==> config.mk <==
export PLATFORM = sky130hd
export DESIGN_NAME = arbiter_rr
export DESIGN_NICKNAME = d
export VERILOG_FILES = /design/src/rtl/arbiter_rr_pkg.sv /design/src/rtl/arbiter_rr_pick.sv /design/src/rtl/arbiter_rr.sv
export SDC_FILE = /design/constraint.sdc
export NUM_CORES = 1
export LEC_CHECK = 0
export CORE_MARGIN = 3
export CORE_UTILIZATION = 30
export DETAILED_ROUTE_END_ITERATION = 10
export PLACE_DENSITY_LB_ADDON = 0.08
export SYNTH_ARGS = -nofsm -noshare
export SYNTH_HDL_FRONTEND = slang
export SYNTH_SLANG_ARGS = --single-unit
==> constraint.sdc <==
create_clock -name clk -period 2.5 [get_ports clk]
set_input_delay 0.5 -clock clk [delete_from_list [all_inputs] [get_ports clk]]
set_output_delay 0.5 -clock clk [all_outputs]
set_load 0.01 [all_outputs]
==> src/rtl/arbiter_rr_pkg.sv <==
// Shared arbiter types: core count, FSM state encoding and an index helper.
// Hold-limit feature is selected by ARBITER_RR_HOLD_LIMIT_EN (see arbiter_rr).
package arbiter_rr_pkg;

    localparam int NUM_OF_CORES = 4;

    typedef enum logic {
        IDLE,
        GRANT
    } arb_state_t;

    function automatic int wrap_inc(input int idx, input int n);
        return (idx + 1 >= n) ? 0 : idx + 1;
    endfunction

endpackage

==> src/rtl/arbiter_rr_pick.sv <==
// Rotating first-set search: lowest set request at or above start, wrapping.
// Purely combinational; used by arbiter_rr for every selection.
module rr_pick #(
    parameter int N = 4
) (
    input  logic [N-1:0]         req,
    input  logic [$clog2(N)-1:0] start,
    output logic [N-1:0]         pick,
    output logic [$clog2(N)-1:0] idx,
    output logic                 found
);

    localparam int W = $clog2(N);

    always_comb begin
        int j;
        logic [W-1:0] jw;
        pick  = '0;
        idx   = '0;
        found = 1'b0;
        for (int i = 0; i < N; i++) begin
            j = int'(start) + i;
            if (j >= N) begin
                j = j - N;
            end
            jw = W'(j);
            if (!found && req[jw]) begin
                found    = 1'b1;
                pick[jw] = 1'b1;
                idx      = jw;
            end
        end
    end

endmodule

==> src/rtl/arbiter_rr.sv <==
// Work-conserving round-robin arbiter with grant lock and registered one-hot grant.
// Define ARBITER_RR_HOLD_LIMIT_EN to force handoff after MAX_HOLD grant cycles.
module arbiter_rr
    import arbiter_rr_pkg::*;
#(
    parameter int NUM_REQ  = NUM_OF_CORES,
    parameter int MAX_HOLD = 8
) (
    input  logic                       clk,
    input  logic                       reset,
    input  logic [NUM_REQ-1:0]         request_vector,
    output logic [NUM_REQ-1:0]         grant,
    output logic [$clog2(NUM_REQ)-1:0] grant_id,
    output logic                       grant_valid
);

    localparam int ID_W = $clog2(NUM_REQ);
    localparam int HC_W = $clog2(MAX_HOLD + 1);

    typedef logic [ID_W-1:0] id_t;
    typedef logic [HC_W-1:0] hc_t;

    localparam hc_t HC_SAT = '1;
`ifdef ARBITER_RR_HOLD_LIMIT_EN
    localparam hc_t HC_MAX = hc_t'(MAX_HOLD);
`endif

    arb_state_t         state;
    arb_state_t         state_nx;
    logic [NUM_REQ-1:0] grant_nx;
    id_t                grant_id_nx;
    id_t                last_id;
    id_t                last_id_nx;
    hc_t                hold_cnt;
    hc_t                hold_cnt_nx;

    id_t                start;
    logic [NUM_REQ-1:0] pick;
    id_t                pick_id;
    logic               found;
    logic               take;

    // Search begins just past the last winner (idle) or the holder (granting).
    assign start = id_t'(wrap_inc(
        int'((state == IDLE) ? last_id : grant_id), NUM_REQ));

    rr_pick #(
        .N(NUM_REQ)
    ) u_pick (
        .req  (request_vector),
        .start(start),
        .pick (pick),
        .idx  (pick_id),
        .found(found)
    );

    assign grant_valid = |grant;

    always_ff @(posedge clk or posedge reset) begin
        if (reset) begin
            state    <= IDLE;
            grant    <= '0;
            grant_id <= '0;
            hold_cnt <= '0;
            last_id  <= id_t'(NUM_REQ - 1);
        end else begin
            state    <= state_nx;
            grant    <= grant_nx;
            grant_id <= grant_id_nx;
            hold_cnt <= hold_cnt_nx;
            last_id  <= last_id_nx;
        end
    end

    always_comb begin
        state_nx    = state;
        grant_nx    = grant;
        grant_id_nx = grant_id;
        last_id_nx  = last_id;
        hold_cnt_nx = (hold_cnt == HC_SAT) ? hold_cnt
                                           : hold_cnt + hc_t'(1);
        take        = 1'b0;

        unique case (state)
            IDLE: begin
                take = found;
            end
            GRANT: begin
                if (!request_vector[grant_id]) begin
                    take = found;
                end
`ifdef ARBITER_RR_HOLD_LIMIT_EN
                // At the limit the holder re-wins only if nobody else asks.
                else if (hold_cnt >= HC_MAX) begin
                    take = 1'b1;
                end
`endif
            end
            default: begin
                take = 1'b0;
            end
        endcase

        if (take) begin
            state_nx    = GRANT;
            grant_nx    = pick;
            grant_id_nx = pick_id;
            last_id_nx  = pick_id;
            hold_cnt_nx = hc_t'(1);
        end else if (!found) begin
            state_nx    = IDLE;
            grant_nx    = '0;
            grant_id_nx = '0;
            hold_cnt_nx = '0;
        end
    end

endmodule
==> summary.md <==
| Metric | Value |
|---|---|
| Outcome | completed |
| Leakage dissipation | 0.000529 uW |
| Critical Path Most Common Cell | buf_4 |
| Overall Power | 1540 uW |
| Endpoints failing hold | 0 |
| Most common cell after layout, fill and taps aside | buf_4 |
| Hold Path Depth | 2 |
| Yosys cell types | 38 |
| Layout cells sized above 1 | 0.259 |
| Quantity of hold-fixing buffers added after cts | 0 |
| Crit-path max FO | 10 |
| Final Wtd Congestion | 0.769 |
| Worst path cell trace | mux2i_4 -> buf_4 -> inv_4 -> mux4_2 -> buf_4 -> o41ai_1 -> a311o_1 |
| Minimum hold slack | 0.468 ns |
| CTS Buf Count | 3 |
| FP Rows | 20 |
| Top cells by area, synth | dfrtp_1 (18%), ha_1 (10%), mux4_2 (9.2%), nand2_1 (6.2%), dfstp_2 (5.4%) |
| Crit path launch type | flop |
| RSZ-0062 raised after global routing | false |
| Critical Path Max Stage Delay | 0.59 ns |
| Final worst path period need | 2.31 ns |
| Layout Area Growth over Synthesis | 31.7% |
| Final core occ | 0.417 |
| Final setup margin | 0.185 ns |
| Antenna violations before repair | 0 |
| Syn avg cell area | 8.71 um2 |
| CTS Buffer Depth | 2 |
| Crit path required time | 2.69 ns |
| Top_reg_cell synth | dfrtp_1 |
| EDFF count, synth | 0 |
| CTS tree | built |
| Antenna Nets Post-Route | 0 |
| Synth top area share | 0.179 |
| Die X | 63.0 um |
| Reg-to-Reg Start | state$_DFFE_PP0P_ |
| Worst Hold Class | flop to flop |
| Cell taking the most area after synthesis | dfrtp_1 |
| GR Overflow Total | 0 |
| I/O pin count | 13 |
| Post-DP HPWL | 2.09 mm |
| Fin nets | 154 |
| Die height | 63.0 um |
| FF-to-FF path depth | 7 |
| Clock-pin transition on the worst setup and hold timing paths | 0.06 ns |
| Post-placement cell count | 179 |
| # clock sinks | 9 |
| Post-DR wirelength/cell | 14.5 um |
| Ys Warns | 0 |
| Vias in the first global route | 926 |
| Critical path's slowest cell | mux4_2 |
| Tcrit/Tclk final | 0.926 |
| Initial drt markers | 31 |
| Dpl ws | -0.0261 ns |
| Total track usage | 0.137 |
| Setup CP Type | flop to flop |
| Peak supply drop | 0.000429 V |
| First-pass GRT wire length | 4.35 mm |
| Root Buffer | clkbuf_4 |
| Post-Syn Instances | 112 |
| Hold_sp | last_id[0]$_DFFE_PP1P_ |
| Post-synth ARST share | 1.00 |
| Register area share after synthesis | 0.233 |
| Setup crit end kind | flop |
| Syn Nets | 126 |
| DRC Markers | 0 |
| Cell area after synthesis | 976 um2 |
| Worst EP arrival | 2.51 ns |
| Skew-Pair Late Insertion Delay | 0.25 ns |
| Antenna cells | 0 |
| Worst slew pin tran | 0.581 ns |
| Pwr Density | 1200 mW/mm2 |
| Final wirelength | 2.65 mm |
| Max_cap viols | 0 |
| Vias | 952 |
| Reg2Reg Setup Slack | 0.19 ns |
| Fmax | 432 MHz |
| PortBufs | 12 |
| Initial Util | 0.317 |
| Slew HR | 0.610 |
| Setup Viol. Count Final | 0 |
| Max-slew violations | 0 |
| Final cell count without fillers | 183 |
| Flops & latches, synth | 9 |
| Vias per Instance | 5.20 |
| H-Tree Depth | 1 |
| Commonest cells after routing, fill and taps aside | buf_4 (19), nand2_1 (16), clkdlybuf4s50_1 (12) |
| RR Endpoint | grant[1]$_DFFE_PP0P_ |
| DIE AREA | 0.00397 mm2 |
| Hold EP | last_id[0]$_DFFE_PP1P_ |
| Largest net degree at the start of global routing | 17 |
| Core box area | 0.00308 mm2 |
| DRT Pass-1 Iters | 4 |
| Clock Skew | 0.000397 ns |
==> routing by layer <==
| metal | vias to the layer above | part of all wire | GRT usage |
|---|---|---|---|
| met5 | - | 0 | 0 |
| met4 | 0 | 0.0060 | 0.0248 |
| met3 | 2 | 0.023 | 0.0324 |
| met2 | 24 | 0.50 | 0.232 |
| met1 | 451 | 0.47 | 0.177 |
| li1 | 475 | - | - |
==> worst max-delay path: cells and delay by family (launching register included) <==
family | cells | cell delay [ns]
mux | 2 | 0.79
compound gates | 2 | 0.51
buf+inv | 3 | 0.49
flops | 1 | 0.45
==> how the worst max path moves through the flow <==
stage | from | to | slack (ns) | cells after the start
detailed placement | request_vector[1] | last_id[1]$_DFFE_PP1P_ | -0.03 | 6
floorplan | state$_DFFE_PP0P_ | grant[0]$_DFFE_PP0P_ | 0.02 | 8
finish | state$_DFFE_PP0P_ | grant[1]$_DFFE_PP0P_ | 0.19 | 7
CTS | state$_DFFE_PP0P_ | grant[1]$_DFFE_PP0P_ | 0.14 | 7
global route | state$_DFFE_PP0P_ | grant[1]$_DFFE_PP0P_ | 0.07 | 7
global placement | request_vector[2] | grant[0]$_DFFE_PP0P_ | -0.11 | 7
==> synth_stat cells (all sizes together), types with 3 or more instances <==
library cell and instances:
nand2 16, inv 11, ha 8, nand3 8, dfrtp 7, a21oi 5, buf 5, mux2i 4
mux4 4, nor3 4, nor4 4, a311o 3, clkbuf 3, nand2b 3, o41ai 3
==> final cells by class <==
| cell class | count | area [um2] |
|---|---|---|
| inverter | 11 | 43.8 |
| clock buffer | 4 | 26.3 |
| multi-input combinational | 84 | 668 |
| timing repair buffer | 31 | 263 |
| sequential | 9 | 229 |
| fill | 326 | 1790 |
| tap | 44 | 55.1 |
==> sequential cells by signal, indices dropped and copies added (netlist names) <==
name      count
grant         4
grant_id      2
last_id       2
state         1
==> where the power goes <==
part	internal, uW	switching [uW]	total (uW)
clock network	61.2	46.5	108
logic	549	618	1170
registers	218	47.7	266
total	828	712	1540
==> cell families (layout without fill, tap and decap cells) <==
logic type                 Yosys count  after routing  synth area share
and+or+nand+nor                     44             44             0.228
AOI/OAI and AO/OA                   24             24             0.197
buffers and inverters               19             46            0.0885
DFF                                  9              9             0.233
adders and majority gates            8              8             0.103
muxes                                8              8             0.150
==> stage by stage <==
stage               setup TNS (ns)  area, um2
floorplan                        0        976
global placement            -0.428       1250
detailed placement         -0.0916       1250
CTS                              0       1280
global route                     0       1280
finish                           0       1280
==> repair_timing <==
| action | in CTS | in global routing |
|---|---|---|
| resized for setup | 0 | 2 |
| endpoints found under the setup margin | 0 | 3 |
| setup buffers | 0 | 0 |
Power figures use the tool's default switching activity.
==> edit 1, RTL diff (config.mk and constraints unchanged) <==
Add a define of `ARBITER_RR_HOLD_LIMIT_EN`.
--- a/src/rtl/arbiter_rr.sv
+++ b/src/rtl/arbiter_rr.sv
@@ -1,5 +1,7 @@
 // Work-conserving round-robin arbiter with grant lock and registered one-hot grant.
 // Define ARBITER_RR_HOLD_LIMIT_EN to force handoff after MAX_HOLD grant cycles.
+`define ARBITER_RR_HOLD_LIMIT_EN
+
 module arbiter_rr
     import arbiter_rr_pkg::*;
 #(
Behaviour: not the same (a bounded check fails within 10 cycles, from zero or initial values and one cycle with reset high).
==> edit 1 against the original RTL <==
Sequential share of layout area rose by 5.3 points; setup slack improved by 0.090 ns; area after synthesis grew 19%; critical endpoint is now grant[3]; clock skew barely moved; power up 8.6%; routed wire length down 2.2%; critical path type unchanged; final area up 10%; sequential cell count rose by 4; sequential power rose by 41%.
==> edit 1: results (changes against the original RTL) <==
Die
  – Number of rows created at floorplan: 22 (+10%)

Critical path
  – Critical path peak fanout: 14 (+4)
  – Delay of the slowest critical-path stage: 0.45 ns (-0.14 ns)
  – Arrival time reported for the critical path endpoint: 2.35 ns (-0.16 ns)

Cells and area
  – Largest registers: grant: 4 flops, hold_cnt: 4 flops
  – Multi-input gate area in the final layout: 746 um2 (+12%)
  – Number of combinational gates with multiple inputs: 82 (-2.4%)
  – Number of nets in the finished design: 150 (-2.6%)
  – Share of the final layout cell area in sequential cells: 0.231 (+0.0529)
  – Clock buffers and inverters, area share: 0.0317 (+0.0113)
  – Bufs w/o clock: 22 (-29%)
  – Ratio of cells with drive above 1 in the final layout: 0.241 (-0.0184)
  – Fill cells: 372 (+14%)
  – Number of inverters outside the clock class in the layout: 12 (+1)
  – Area share of buffers outside the clock network: 0.138 (-0.0669)

Power and ir drop
  – Sequential cell fraction of total power: 0.225 (+0.052)
  – Cell Int Power: 0.970 mW (+17%)
  – LEAKAGE: 0.608 nW (+15%)
  – Clock group total power: 0.182 mW (+69%)

Logic synthesis
  – Synth Area in Compound Gates: 0.208 (+0.0109)
  – Unique masters post-synth: 46 (+21%)
  – Syn nets: 130 (+3.2%)
  – Most frequent cells after synthesis: dfrtp_1 (11), ha_1 (10), inv_1 (10)
  – Cells taking the most area after synthesis: dfrtp_1 (24%), ha_1 (11%), dfstp_2 (4.5%)
  – Sequential cell area fraction in the yosys report: 0.281 (+0.0481)
  – Average cell area after synthesis: 10.2 um2 (+17%)

Placement
  – Post-placement cell area: 1370 um2 (+9.8%)
  – GPL Wtd Cong: 0.812 (+5.6%)
  – Instance count after placement with tap cells included: 177 (-1.1%)
  – Detailed placer's ending HPWL: 2070 um (-0.98%)

STA
  – Slew HR: 0.665 (+0.0544)
  – PnR worst setup slack: 0.275 ns (+0.0897 ns)
  – Max Clock Skew: 0.000868 ns (+0.000471 ns)
  – Hold Slack: 0.491 ns (+0.0238 ns)

Clocking
  – Clk Tree Root Cell: clkbuf_8

Global routing
  – Overall routing resource usage: 0.127 (-0.00981)
  – Maximum number of pins on one net before global-route repair: 15 (-2)
  – Via count of the first global-routing pass: 931 (+0.54%)

Route
  – Initial drt markers: 25 (-19%)
  – Routed via count: 924 (-2.9%)
  – Routed wire length: 2590 um (-2.2%)

Outcome
  – Result of the run: finished, final reports clean
==> edit 1: cell types whose count changed in the layout (fill, tap and decap cells not counted), sizes merged, moves of 5 or more <==
cell | before | now
mux2 | 0 | 5
buf | 19 | 10
nand3 | 8 | 0
nand2 | 16 | 6
o21ai | 0 | 6
==> edit 1: layer usage <==
metal | wire (um) | GRT usage | vias to the layer above | share of wire
li1 | - | - | 457 | -
met1 | 1220 | 0.158 | 446 | 0.47
met2 | 1280 | 0.214 | 18 | 0.49
met3 | 81 | 0.0279 | 3 | 0.031
met4 | 8 | 0.0447 | 0 | 0.0031
met5 | 0 | 0 | - | 0
==> edit 1: final timing paths <==
path	depth (start not counted)	end	start
setup / recovery	7	grant[3]	state
hold / removal	1	hold_cnt[0]	hold_cnt[0]
setup reg to reg	7	grant[3]	state
hold reg to reg	1	hold_cnt[0]	hold_cnt[0]
max in group asynchronous	2	last_id[1]	reset
min in group asynchronous	2	grant[2]	reset
==> edit 2, RTL diff (config.mk and constraints unchanged) <==
Without the edit above. Make the reset (`reset`) synchronous in one clocked block.
--- a/src/rtl/arbiter_rr.sv
+++ b/src/rtl/arbiter_rr.sv
@@ -56,7 +56,7 @@
 
     assign grant_valid = |grant;
 
-    always_ff @(posedge clk or posedge reset) begin
+    always_ff @(posedge clk) begin
         if (reset) begin
             state    <= IDLE;
             grant    <= '0;
Function: differs if reset is asserted again (counterexample within 4 cycles, from zero or initial values and one cycle with reset high); with reset held inactive, the same outputs for 10 cycles.
==> edit 2 against the original RTL <==
Power fell by 26%; sequential cell count did not move; synthesized cell count rose by 2.7%; final area fell by 3.7%; final cell count fell by 2.7%; setup slack improved by 0.096 ns; routed wire length fell by 5.3%; area after synthesis fell by 1.2%; utilization rose by 0.92 points; via count rose by 0.11%; count of clock-buffer cells in the layout did not move; combinational power fell by 32%.
==> edit 2: results (changes against the original RTL) <==
Logic synthesis
  – Unique masters post-synth: 35 (-7.9%)
  – Synth Area in Compound Gates: 0.227 (+0.0295)
  – Syn nets: 129 (+2.4%)
  – Area share of the leading cell type in the synthesized netlist: 0.187 (+0.00728)
  – Average cell area after synthesis: 8.39 um2 (-3.7%)
  – Post-synthesis mux area share: 0.158 (+0.00824)
  – Synth Warn #: 0 (unchanged)
  – Most frequent cells after synthesis: dfxtp_1 (9), inv_1 (9), ha_1 (8)
  – Cells taking the most area after synthesis: dfxtp_1 (19%), ha_1 (10%), mux4_2 (9.3%)
  – Most frequently used flop master after synthesis: dfxtp_1
  – Fraction of registers with async set or reset after synthesis: 0 (-1.00)
  – Sequential cell area fraction in the yosys report: 0.187 (-0.0466)

Global routing
  – Overall routing resource usage: 0.133 (-0.00347)
  – GR met1 Demand/Resource: 0.175 (-0.00218)
  – Via count of the first global-routing pass: 916 (-1.1%)
  – Maximum number of pins on one net before global-route repair: 15 (-2)
  – Wire length of the first global-routing pass: 4290 um (-1.4%)
  – Met3 Use GR: 0.0126 (-0.0198)

Cells and area
  – Share of the final layout cell area in sequential cells: 0.147 (-0.0316)
  – Number of non-filler instances in the completed layout: 178 (-2.7%)
  – Number of combinational gates with multiple inputs: 89 (+6.0%)
  – Synth-to-Final Area Change: 28.3%
  – Clock buffers and inverters, area share: 0.0212 (+0.000786)
  – Number of inverters outside the clock class in the layout: 10 (-1)
  – Ratio of cells with drive above 1 in the final layout: 0.221 (-0.0384)
  – Multi-input gate area in the final layout: 727 um2 (+8.8%)
  – Bufs w/o clock: 24 (-23%)

STA
  – Max Clock Skew: 0.00420 ns (+0.00380 ns)
  – Slew HR: 0.680 (+0.0698)
  – Maximum frequency from static timing analysis: 451 MHz (+4.3%)

Power and ir drop
  – Power density over the cells: 918 nW/um2 (-23%)
  – Worst vdd rail ir drop: 0.000231 V (-46%)
  – LEAKAGE: 0.466 nW (-12%)

Critical path
  – Critical path peak fanout: 5 (-5)
  – Launching instance or port of the critical path: state
  – Top Family by Delay on Critical Path: compound AO/OA/AOI/OAI gates
  – Reg2Reg Capture Point: grant[1]
  – Slowest cell on crit path: or3b_2
  – Delay of the slowest critical-path stage: 0.46 ns (-0.13 ns)
  – Arrival time reported for the critical path endpoint: 2.42 ns (-0.09 ns)
  – Flop-to-flop setup slack: 0.28 ns (+0.10 ns)

Route
  – Total met2 wirelength after detailed routing: 1150 um (-14%)
  – M1 WL: 1240 um (+0.81%)
  – Routed length on met3: 71 um (+15%)
  – Initial drt markers: 71 (+130%)
  – Post-DR wirelength/cell: 14.1 um (-2.6%)
  – Drt via density: 5.35 (+2.9%)

Outcome
  – Result of the run: finished, final reports clean

Worst hold path
  – Hold path endpoint: last_id[0]
  – HP Start: last_id[0]

Placement
  – GPL Wtd Cong: 0.848 (+10%)
  – Detailed placer's ending HPWL: 1980 um (-5.6%)
  – Instance count after placement with tap cells included: 174 (-2.8%)
  – Post-placement cell area: 1210 um2 (-3.2%)
  – Dpl ws: 0.0529 ns (+0.0789 ns)
-- edit 2: cell types whose count changed after synthesis, sizes merged, moves of 5 or more --
cell	unedited run	this run
nand2	16	7
dfrtp	7	0
a21oi	5	10
o21ai	0	5
dfxtp	0	9
-- edit 2: power by group --
part / internal (mW) / switching (mW)
combinational: 0.379 / 0.411
clock: 0.0614 / 0.0483
sequential: 0.188 / 0.0488
total: 0.628 / 0.508
-- edit 2: metrics by stage --
| stage | total power [mW] | utilization |
|---|---|---|
| floorplan | 0.772 | - |
| global placement | 1.04 | 0.418 |
| detailed placement | 1.03 | 0.418 |
| CTS | 1.15 | 0.427 |
| global route | 1.24 | 0.427 |
| finish | 1.14 | 0.427 |
-- edit 2: worst reg2reg max path, cell delays in order (launching register included) --
cell	delay, ns
dfxtp_2	0.43
mux2i_4	0.27
ha_1	0.26
or3b_2	0.46
a21oi_1	0.17
a311oi_2	0.09
o311a_1	0.34
a21oi_2	0.13
